<file path="src/rtl/fifo_burst_reader.sv">
`default_nettype none
// ============================================================================
// Module   : fifo_burst_reader
// Purpose  : Read-side consumer for an 8-bit synchronous FIFO. Waits until the
//            FIFO holds a full burst, or until an idle timeout expires with a
//            partial load. Then it issues read strobes and re-emits the bytes
//            on a valid/ready stream. The final byte of each burst is tagged
//            with m_last.
// Ports    : clk, rst            - clock, synchronous active-high reset
//            fifo_empty/count    - FIFO status inputs
//            fifo_dout           - FIFO read data (1-cycle read latency)
//            fifo_read           - FIFO read strobe
//            m_data/valid/ready  - output stream
//            m_last              - last byte of burst (qualified by m_valid)
//            busy                - high in READ and DRAIN
// Option   : FIFO_BURST_READER_PARITY_EN adds m_parity (even parity of m_data)
//            and parity_byte (XOR of all bytes of the current burst).
// Revision : 1.0 - initial release
// ============================================================================
module fifo_burst_reader #(
    parameter int DATA_W    = 8,
    parameter int CNT_W     = 4,
    parameter int BURST_LEN = 4,
    parameter int TIMEOUT   = 16
) (
    input  logic              clk,
    input  logic              rst,
    input  logic              fifo_empty,
    input  logic [CNT_W-1:0]  fifo_count,
    input  logic [DATA_W-1:0] fifo_dout,
    output logic              fifo_read,
    output logic [DATA_W-1:0] m_data,
    output logic              m_valid,
    input  logic              m_ready,
    output logic              m_last,
`ifdef FIFO_BURST_READER_PARITY_EN
    output logic              m_parity,
    output logic [DATA_W-1:0] parity_byte,
`endif
    output logic              busy
);

    localparam int                c_tmr_w     = $clog2(TIMEOUT + 1);
    localparam logic [c_tmr_w-1:0] c_tmr_max  = c_tmr_w'(TIMEOUT);
    localparam logic [CNT_W-1:0]   c_burst_len = CNT_W'(BURST_LEN);

    typedef enum logic [1:0] {
        S_IDLE  = 2'd0,
        S_READ  = 2'd1,
        S_DRAIN = 2'd2
    } state_t;

    state_t              state_q, state_d;
    logic [c_tmr_w-1:0]  timer_q, timer_d;
    logic [CNT_W-1:0]    rd_left_q, rd_left_d;
    logic                inflight_q, inflight_d;
    logic                inflight_last_q, inflight_last_d;

    // Two-entry skid buffer; entry 0 is the head presented on the stream.
    logic [1:0]          occ_q, occ_d;
    logic [DATA_W-1:0]   data0_q, data0_d, data1_q, data1_d;
    logic                last0_q, last0_d, last1_q, last1_d;

    logic                w_pop;
    logic                w_space;

`ifdef FIFO_BURST_READER_PARITY_EN
    logic                par0_q, par0_d, par1_q, par1_d;
    logic [DATA_W-1:0]   acc_q, acc_d;
`endif

    assign w_pop = (occ_q != 2'd0) && m_ready;
    // Counting the pop lets a new read issue while the head byte leaves,
    // which sustains one byte per cycle without ever exceeding two slots.
    assign w_space = ({1'b0, occ_q} + {2'b00, inflight_q}) < (3'd2 + {2'b00, w_pop});

    always_comb begin
        state_d         = state_q;
        timer_d         = timer_q;
        rd_left_d       = rd_left_q;
        fifo_read       = 1'b0;

        case (state_q)
            S_IDLE: begin
                if (fifo_empty) begin
                    timer_d = '0;
                end else if (timer_q != c_tmr_max) begin
                    timer_d = timer_q + 1'b1;
                end
                // Count threshold wins over the timeout.
                if (fifo_count >= c_burst_len) begin
                    state_d   = S_READ;
                    rd_left_d = c_burst_len;
                    timer_d   = '0;
                end else if ((timer_q == c_tmr_max) && !fifo_empty &&
                             (fifo_count != '0)) begin
                    state_d   = S_READ;
                    rd_left_d = fifo_count;
                    timer_d   = '0;
                end
            end
            S_READ: begin
                // Gating with rst keeps the FIFO untouched while reset is held.
                fifo_read = !rst && !fifo_empty && (rd_left_q != '0) && w_space;
                if (fifo_read) begin
                    rd_left_d = rd_left_q - 1'b1;
                    if (rd_left_q == CNT_W'(1)) begin
                        state_d = S_DRAIN;
                    end
                end
            end
            S_DRAIN: begin
                if (w_pop && last0_q) begin
                    state_d = S_IDLE;
                    timer_d = '0;
                end
            end
            default: begin
                state_d = S_IDLE;
            end
        endcase

        inflight_d      = fifo_read;
        inflight_last_d = fifo_read && (rd_left_q == CNT_W'(1));
    end

    // Buffer: pop shifts entry 1 to the head, then a capture lands in the
    // first free slot, so pop and capture together keep occupancy unchanged.
    always_comb begin
        occ_d   = occ_q;
        data0_d = data0_q;
        data1_d = data1_q;
        last0_d = last0_q;
        last1_d = last1_q;
`ifdef FIFO_BURST_READER_PARITY_EN
        par0_d  = par0_q;
        par1_d  = par1_q;
        acc_d   = acc_q;
`endif
        if (w_pop) begin
            data0_d = data1_q;
            last0_d = last1_q;
`ifdef FIFO_BURST_READER_PARITY_EN
            par0_d  = par1_q;
            if (last0_q) begin
                acc_d = '0;
            end
`endif
            occ_d   = occ_q - 1'b1;
        end
        if (inflight_q) begin
            if (occ_d == 2'd0) begin
                data0_d = fifo_dout;
                last0_d = inflight_last_q;
`ifdef FIFO_BURST_READER_PARITY_EN
                par0_d  = ^fifo_dout;
`endif
            end else begin
                data1_d = fifo_dout;
                last1_d = inflight_last_q;
`ifdef FIFO_BURST_READER_PARITY_EN
                par1_d  = ^fifo_dout;
`endif
            end
`ifdef FIFO_BURST_READER_PARITY_EN
            acc_d = acc_d ^ fifo_dout;
`endif
            occ_d = occ_d + 1'b1;
        end
    end

    always_ff @(posedge clk) begin
        if (rst) begin
            state_q         <= S_IDLE;
            timer_q         <= '0;
            rd_left_q       <= '0;
            inflight_q      <= 1'b0;
            inflight_last_q <= 1'b0;
            occ_q           <= 2'd0;
            data0_q         <= '0;
            data1_q         <= '0;
            last0_q         <= 1'b0;
            last1_q         <= 1'b0;
`ifdef FIFO_BURST_READER_PARITY_EN
            par0_q          <= 1'b0;
            par1_q          <= 1'b0;
            acc_q           <= '0;
`endif
        end else begin
            state_q         <= state_d;
            timer_q         <= timer_d;
            rd_left_q       <= rd_left_d;
            inflight_q      <= inflight_d;
            inflight_last_q <= inflight_last_d;
            occ_q           <= occ_d;
            data0_q         <= data0_d;
            data1_q         <= data1_d;
            last0_q         <= last0_d;
            last1_q         <= last1_d;
`ifdef FIFO_BURST_READER_PARITY_EN
            par0_q          <= par0_d;
            par1_q          <= par1_d;
            acc_q           <= acc_d;
`endif
        end
    end

    assign m_data  = data0_q;
    assign m_valid = (occ_q != 2'd0);
    assign m_last  = last0_q && (occ_q != 2'd0);
    assign busy    = (state_q != S_IDLE);
`ifdef FIFO_BURST_READER_PARITY_EN
    assign m_parity    = par0_q;
    assign parity_byte = acc_q;
`endif

endmodule
`default_nettype wire
</file>
<file path="config.mk">
export PLATFORM = sky130hd
export DESIGN_NAME = fifo_burst_reader
export DESIGN_NICKNAME = d
export VERILOG_FILES = /design/src/rtl/fifo_burst_reader.sv
export SDC_FILE = /design/constraint.sdc
export NUM_CORES = 1
export LEC_CHECK = 0
export CORE_MARGIN = 2
export CORE_UTILIZATION = 40
export CTS_BUF_LIST = sky130_fd_sc_hd__clkbuf_16
export DETAILED_ROUTE_END_ITERATION = 8
export PLACE_DENSITY_LB_ADDON = 0.15
export SKIP_LAST_GASP = 1
export SYNTH_ARGS = -nofsm -noshare
export SYNTH_HDL_FRONTEND = slang
export SYNTH_SLANG_ARGS = --single-unit
</file>
<file path="constraint.sdc">
create_clock -name clk -period 3.75 [get_ports clk]
set_input_delay 0.75 -clock clk [delete_from_list [all_inputs] [get_ports clk]]
set_output_delay 0.75 -clock clk [all_outputs]
set_load 0.05 [all_outputs]
</file>
==> implementation parameters <==
Parameter                              Value

Place
  Post-placement worst setup slack    0.552 ns
  Number of buffer cells added on primary ports    27
  RD Place Congestion    ~0.94
  Placed Instances    between 200 and 300
  Total half-perimeter wirelength after legalization and detailed placement    ~2.7 mm
  Instance area after placement    around 2000 um^2

Synth
  Netlist cell types    42
  Avg Cell Area, Syn    between 8 and 9 um^2
  Share of the synthesized area in the top cell type    40.5%
  Syn Nets    approximately 220
  Netlist area before placement    about 1600 um^2
  Fraction of synthesis flops using an asynchronous set or reset pin    0%
  Mapped Cells    ~190
  Number of synthesized flops with an enable pin    0
  Register bit total from synthesis    33
  Ys flop type    sky130_fd_sc_hd__dfxtp_1
  Warnings from Yosys    0
  Library cell with the largest summed area after synthesis    sky130_fd_sc_hd__dfxtp_1
  Sequential fraction of the synthesis area    between 40% and 50%
  Biggest area contributors in the synthesized netlist    sky130_fd_sc_hd__dfxtp_1, sky130_fd_sc_hd__ha_1, sky130_fd_sc_hd__mux2i_1, sky130_fd_sc_hd__nand2_1, sky130_fd_sc_hd__nor2_1

Die
  Vertical extent of the die    67.8 um
  Die Area    about 4600 um^2
  Number of I/O pins    28
  Starting utilization of the core area    between 40% and 50%
  Total number of placement rows    23
  Floorplan Core Area    between 3000 and 4000 um^2
  Chip width    roughly 68 um

Outcome
  Result of the run    finished clean

Layout
  Post-Layout Cell Count    roughly 270
  Antenna diode instance count    0
  Post-route cell area    between 2000 and 2500 um^2
  Number of nets in the final layout    about 250
  Final core utilization    52.9%
  Fillcell total    ~380
  Proportion of layout cells with a drive suffix above 1    just under 6%
  Area growth syn-to-layout    28.8%

Setup path
  Slowest stage cell, crit path    sky130_fd_sc_hd__clkdlybuf4s50_1
  Startpoint Class    input pin
  Required @ worst endpoint    about 3 ns
  Maximum fanout along the worst path    6
  CP cell instances    clkdlybuf4s50_1 -> or3_1 -> a221o_1 -> nor2_2 -> buf_12
  Crit path capture type    output pin
  Kind of critical path    input pin to output pin
  Delay of the slowest cell on the worst path    0.50 ns
  Arrival time reported for the critical path endpoint    ~2.5 ns

Global route
  Number of antenna violations at the first check in global routing    0
  Gr ovfl total    0
  First-pass GRT wire length    6.11 mm
  Via count of the first global-routing pass    roughly 1400
  Global-route usage over all layers    ~18%
  Pin count of the biggest net entering global routing    32

STA
  Final worst hold slack    0.456 ns
  Pins over their slew limit    0
  Slew at the pin closest to its max-slew limit    between 0.6 and 0.7 ns
  Setup slack of the critical path after layout    0.529 ns
  Crit path time final    around 3.2 ns
  Slew headroom    a little over half
  Max Clk Rate    between 300 and 400 MHz
  Worst clock skew on the final layout    ~0.0045 ns
  Final setup violation count    0
  Unrepaired setup endpoints after global routing    no
  Number of hold violations in the final report    0
  Setup Total Neg Slack    0 ns
  Post-route clock period utilization    roughly 86%

Routing
  Routed wire per std cell    around 14 um
  Residual DRC    0
  Via/cell ratio    5.45
  Final routed wirelength across all metal layers    3.72 mm
  Antenna-violating nets left    0
  Initial DRC count    roughly 130
  Vias after detailed routing    between 1000 and 1500
  Total iterations of the first detailed-routing run    4

Clocking
  Number of buffers created by CTS    5
  Number of hold buffers added after CTS    0
  TritonCTS clock tree    done
  Clock net sink count    33
  Insertion delay of the later-clocked pin in the worst-skew pair    about 0.27 ns
  Number of buffers on the longest clock path    2
  Resize count post-CTS    0
  Number of buffers inserted to repair setup after CTS    0
  Worst-path clk slew    approximately 0.050 ns
  H-tree depth    2
  Root Driver    sky130_fd_sc_hd__clkbuf_16

Power and ir drop
  Relative contribution of sequential cells to total power    a little over a third
  Part of the power in combinational logic    a little under a third
  PnR Total Power    around 1.1 mW
  Leakage    between 0.8 and 0.9 nW
  Part of the total power dissipated in the clock network    33.5%
  Switching share of power    32.3%
  Maximum VDD drop    ~0.28 mV
  Power spent charging and discharging nets    364 uW
  Cell-internal power    approximately 760 uW
  Pwr dens    around 540 nW/um^2

Job
  # Max-Cap Violations    0

Worst hold path
  Hold Crit Class    register to register
==> cell families after synthesis <==
kind of cell / synth area share (%)
AND/OR/NAND/NOR: 24.6
buffers and inverters: 3.76
multiplexers: 5.53
flip-flops: 40.5
adder cells (fa/ha/maj): 6.14
XOR/XNOR: 1.07
AO/OA/AOI/OAI: 18.3
==> layout make-up <==
type	count	area [um^2]	area share, %
Inverter	9	33.8	1.61
Sequential cell	33	661	31.5
Tap cell	50	62.6	2.98
Clock buffer	5	125	5.96
Multi-Input combinational cell	144	908	43.3
Timing Repair Buffer	29	295	14.1
Clock inverter	3	13.8	0.656
==> Yosys cell counts, types with 2 or more instances <==
cell	n
sky130_fd_sc_hd__a21oi_1	14
sky130_fd_sc_hd__ha_1	8
sky130_fd_sc_hd__nor2b_1	4
sky130_fd_sc_hd__mux2i_1	9
sky130_fd_sc_hd__a211oi_1	9
sky130_fd_sc_hd__inv_1	9
sky130_fd_sc_hd__nand2b_1	5
sky130_fd_sc_hd__o21ai_0	7
sky130_fd_sc_hd__nor3_1	5
sky130_fd_sc_hd__dfxtp_1	33
sky130_fd_sc_hd__nor3b_1	3
sky130_fd_sc_hd__a32o_1	3
sky130_fd_sc_hd__nor2_1	21
sky130_fd_sc_hd__nand3_1	6
sky130_fd_sc_hd__and2_1	2
sky130_fd_sc_hd__or3_1	2
sky130_fd_sc_hd__nand2_1	22
sky130_fd_sc_hd__clkbuf_1	4
sky130_fd_sc_hd__buf_1	2
sky130_fd_sc_hd__and3_1	3
==> sequential cells by signal, indices dropped and copies added (netlist names) <==
name and flops:
data1_q 8, inflight_last_q 1, inflight_q 1, last0_q 1
last1_q 1, m_data 8, occ_q 2, rd_left_q 4
state_q 2, timer_q 5
==> cells in the final DEF (no fill, tap or decap), types with 2 or more instances in the layout <==
| cell | synthesis | layout |
|---|---|---|
| sky130_fd_sc_hd__a211oi_1 | 9 | 9 |
| sky130_fd_sc_hd__a21oi_1 | 14 | 14 |
| sky130_fd_sc_hd__a32o_1 | 3 | 3 |
| sky130_fd_sc_hd__and2_1 | 2 | 2 |
| sky130_fd_sc_hd__and3_1 | 3 | 3 |
| sky130_fd_sc_hd__buf_4 | 0 | 2 |
| sky130_fd_sc_hd__clkbuf_16 | 0 | 5 |
| sky130_fd_sc_hd__clkdlybuf4s50_1 | 0 | 26 |
| sky130_fd_sc_hd__clkinv_2 | 0 | 2 |
| sky130_fd_sc_hd__dfxtp_1 | 33 | 33 |
| sky130_fd_sc_hd__ha_1 | 8 | 8 |
| sky130_fd_sc_hd__inv_1 | 9 | 10 |
| sky130_fd_sc_hd__mux2i_1 | 9 | 9 |
| sky130_fd_sc_hd__nand2_1 | 22 | 22 |
| sky130_fd_sc_hd__nand2b_1 | 5 | 5 |
| sky130_fd_sc_hd__nand3_1 | 6 | 6 |
| sky130_fd_sc_hd__nor2_1 | 21 | 21 |
| sky130_fd_sc_hd__nor2b_1 | 4 | 4 |
| sky130_fd_sc_hd__nor3_1 | 5 | 5 |
| sky130_fd_sc_hd__nor3b_1 | 3 | 3 |
| sky130_fd_sc_hd__o21ai_0 | 7 | 7 |
| sky130_fd_sc_hd__or3_1 | 2 | 2 |
==> power groups by stage <==
stage          logic [mW]  clock network (mW)  registers [mW]
2_1_floorplan       0.219                   0           0.437
3_3_place_gp        0.343                   0           0.408
3_5_place_dp        0.347                   0           0.409
4_1_cts             0.350               0.388           0.402
5_1_grt             0.383               0.407           0.407
6_report            0.347               0.378           0.402
==> worst max-delay path: cells and delay by family <==
family	cells	cell delay (ns)
compound gates	1	0.33
buf+inv	2	0.68
simple gates	2	0.70
==> final timing paths <==
path | slack, ns | cells after the start | from | end
worst max register to register | 1.39 | 8 | occ_q[0]$_SDFF_PP0_ | data1_q[3]$_SDFFE_PP0P_
worst min register to register | 0.46 | 2 | data1_q[1]$_SDFFE_PP0P_ | data1_q[1]$_SDFFE_PP0P_
worst min-delay path | 0.46 | 2 | data1_q[1]$_SDFFE_PP0P_ | data1_q[1]$_SDFFE_PP0P_
worst max-delay path | 0.53 | 5 | fifo_empty | fifo_read
==> metal layers <==
metal / vias up / global-route usage, % / wire (um)
met3: 7 / 5.26 / 252
met4: 0 / 7.75 / 57
met5: - / 0 / 0
met1: 680 / 20.5 / 1600
met2: 58 / 30.8 / 1810
li1: 742 / - / -
Power figures use the tool's default switching activity.
==> RTL change: new RTL, same flow settings <==
Build with the macro `FIFO_BURST_READER_PARITY_EN` defined.
--- a/src/rtl/fifo_burst_reader.sv
+++ b/src/rtl/fifo_burst_reader.sv
@@ -17,6 +17,8 @@
 //            and parity_byte (XOR of all bytes of the current burst).
 // Revision : 1.0 - initial release
 // ============================================================================
+`define FIFO_BURST_READER_PARITY_EN
+
 module fifo_burst_reader #(
     parameter int DATA_W    = 8,
     parameter int CNT_W     = 4,
Function (old outputs only; new: m_parity and parity_byte): kept (Yosys induction, for registers that start in step).
==> RTL change against the unedited design <==
Cell area rose by 34%. Synthesized area increased by 36%. Combinational power grew 48%. Setup slack better by 0.44 ns. Power grew 42%. Synthesized cell count up 32%. Sequential cell count up 10. Routed wire length increased by 25%. Critical endpoint unchanged.
==> RTL change: results (changes against the unedited design) <==
* First-pass DRT Iterations at 4 (unchanged)
* Top cells by area, synth: dfxtp_1 (39%), nand2_1 (6.8%), xnor2_1 (6.7%)
* Synth Net Count at 279 (+29%)
* First-pass GRT wire length at 8045 microns (+32%)
* Post-synth top cells: dfxtp_1 (43), nand2_1 (40), nor2_1 (28), a21oi_1 (17), xnor2_1 (17)
* Post_cts resized at 0 (unchanged)
* Placed cell count at 352 (+33%)
* Number of global-route vias before repair at 1746 (+24%)
* Sequential share of the synthesized area at 0.3889 (-0.01630)
* Antenna cells at 0 (unchanged)
* DP Area at 2628 sq um (+34%)
* Number of I/O port buffers at 36 (+33%)
* Netlist cell types at 45 (+7.1%)
* Internal power at 1088 uW (+42%)
* Setup bufs post-CTS at 0 (unchanged)
* Flop pwr share at 0.333 (-0.024)
* Delay of the slowest critical-path stage at 0.70 ns (+0.20 ns)
* Post-synth top flop: dfxtp_1
* Worst min path class: reg -> reg
* Drt total wl at 4659 microns (+25%)
* Total power at 1601 uW (+42%)
* Clock skew at 0.005274 ns (+0.0007892 ns)
* CTS Buf Count at 5 (unchanged)
* Wire length per cell at 12.94 microns (-4.9%)
* Dpl ws at 0.7613 ns (+0.2096 ns)
* Asr flop ratio synth at 0 (unchanged)
* Max_slew headroom at 0.5315 (-0.01405)
* Vias at 1801 (+21%)
* CTS Root Cell: clkbuf_16
* Max VDD drop at 334.0 uV (+17%)
* Initial antenna violation count at 0 (unchanged)
* Layout cells sized above 1 at 0.09028 (+0.03198)
* Final GP Congestion at 0.7919 (-15%)
* Clk buf depth at 2 (unchanged)
* Leak at 0.001070 uW (+28%)
* Detail Placement HPWL at 3230 microns (+20%)
* Combinational share of power at 0.321 (+0.013)
* Clock Latency Late Sink at ~0.28 ns
* Gr usage total at 0.1651 (-0.01351)
* Layout Nets at 311 (+26%)
* H-tree level count at 2 (unchanged)
* Mapped Cells at 255 (+32%)
* Syn. warnings at 0 (unchanged)
* Slowest-stage cell, CP: dfxtp_1
* Largest net degree at the start of global routing at 42 (+31%)
* Reg clk slew, reported paths at 0.06 ns
* Status: finished, final reports clean
* Initial DRC count at 68 (-49%)
* Share of the synthesized area in the top cell type at 0.3889 (-0.01630)
* Crit path max-delay family: flip-flops
* WP data arrival at 2.03 ns (-0.44 ns)
* CP max FO at 13 (+7)
==> RTL change: cell count changes after synthesis, sizes merged, moves of 3 or more <==
cell,change
nand2,+18
xnor2,+16
dfxtp,+10
a211oi,+8
nor2,+7
a31oi,+6
clkbuf,+5
inv,+5
a21oi,+3
nand3,-3
nor3,-3
==> RTL change: path summary, 6_finish.rpt <==
| path | start | end | slack (ns) | cells past startpoint |
|---|---|---|---|---|
| setup / recovery | inflight_q | fifo_read | 0.97 | 5 |
| hold / removal | last1_q | last1_q | 0.45 | 2 |
| setup reg to reg | occ_q[1] | m_parity | 1.27 | 8 |
| hold reg to reg | last1_q | last1_q | 0.45 | 2 |
==> RTL change: layout make-up <==
| cell class | count | area, sq um |
|---|---|---|
| clock buffer | 5 | 125.1 |
| clock inverter | 3 | 63.81 |
| fill | 513 | 2623 |
| inverter | 14 | 52.55 |
| multi-input combinational | 185 | 1239 |
| sequential | 43 | 860.8 |
| tap | 72 | 90.09 |
| timing repair buffer | 38 | 385.4 |
==> RTL change: logic make-up (layout without fill, tap and decap cells) <==
kind of cell             Yosys count  in the layout  synth area share
XOR/XNOR                          17             17           0.06727
multiplexers                      10             10           0.04523
flip-flops                        43             43            0.3889
AND/OR/NAND/NOR                   93             93            0.2159
AO/OA/AOI/OAI                     57             57            0.1860
buffers and inverters             27             60           0.05144
adder cells (fa/ha/maj)            8              8           0.04523
==> RTL change: metal layers <==
layer	wire (microns)	GRT usage	vias up	part of all wire
met3	152	0.03678	6	0.033
met1	2385	0.2221	822	0.51
met5	0	0	-	0
li1	-	-	945	-
met4	59	0.05789	0	0.013
met2	2062	0.2612	28	0.44
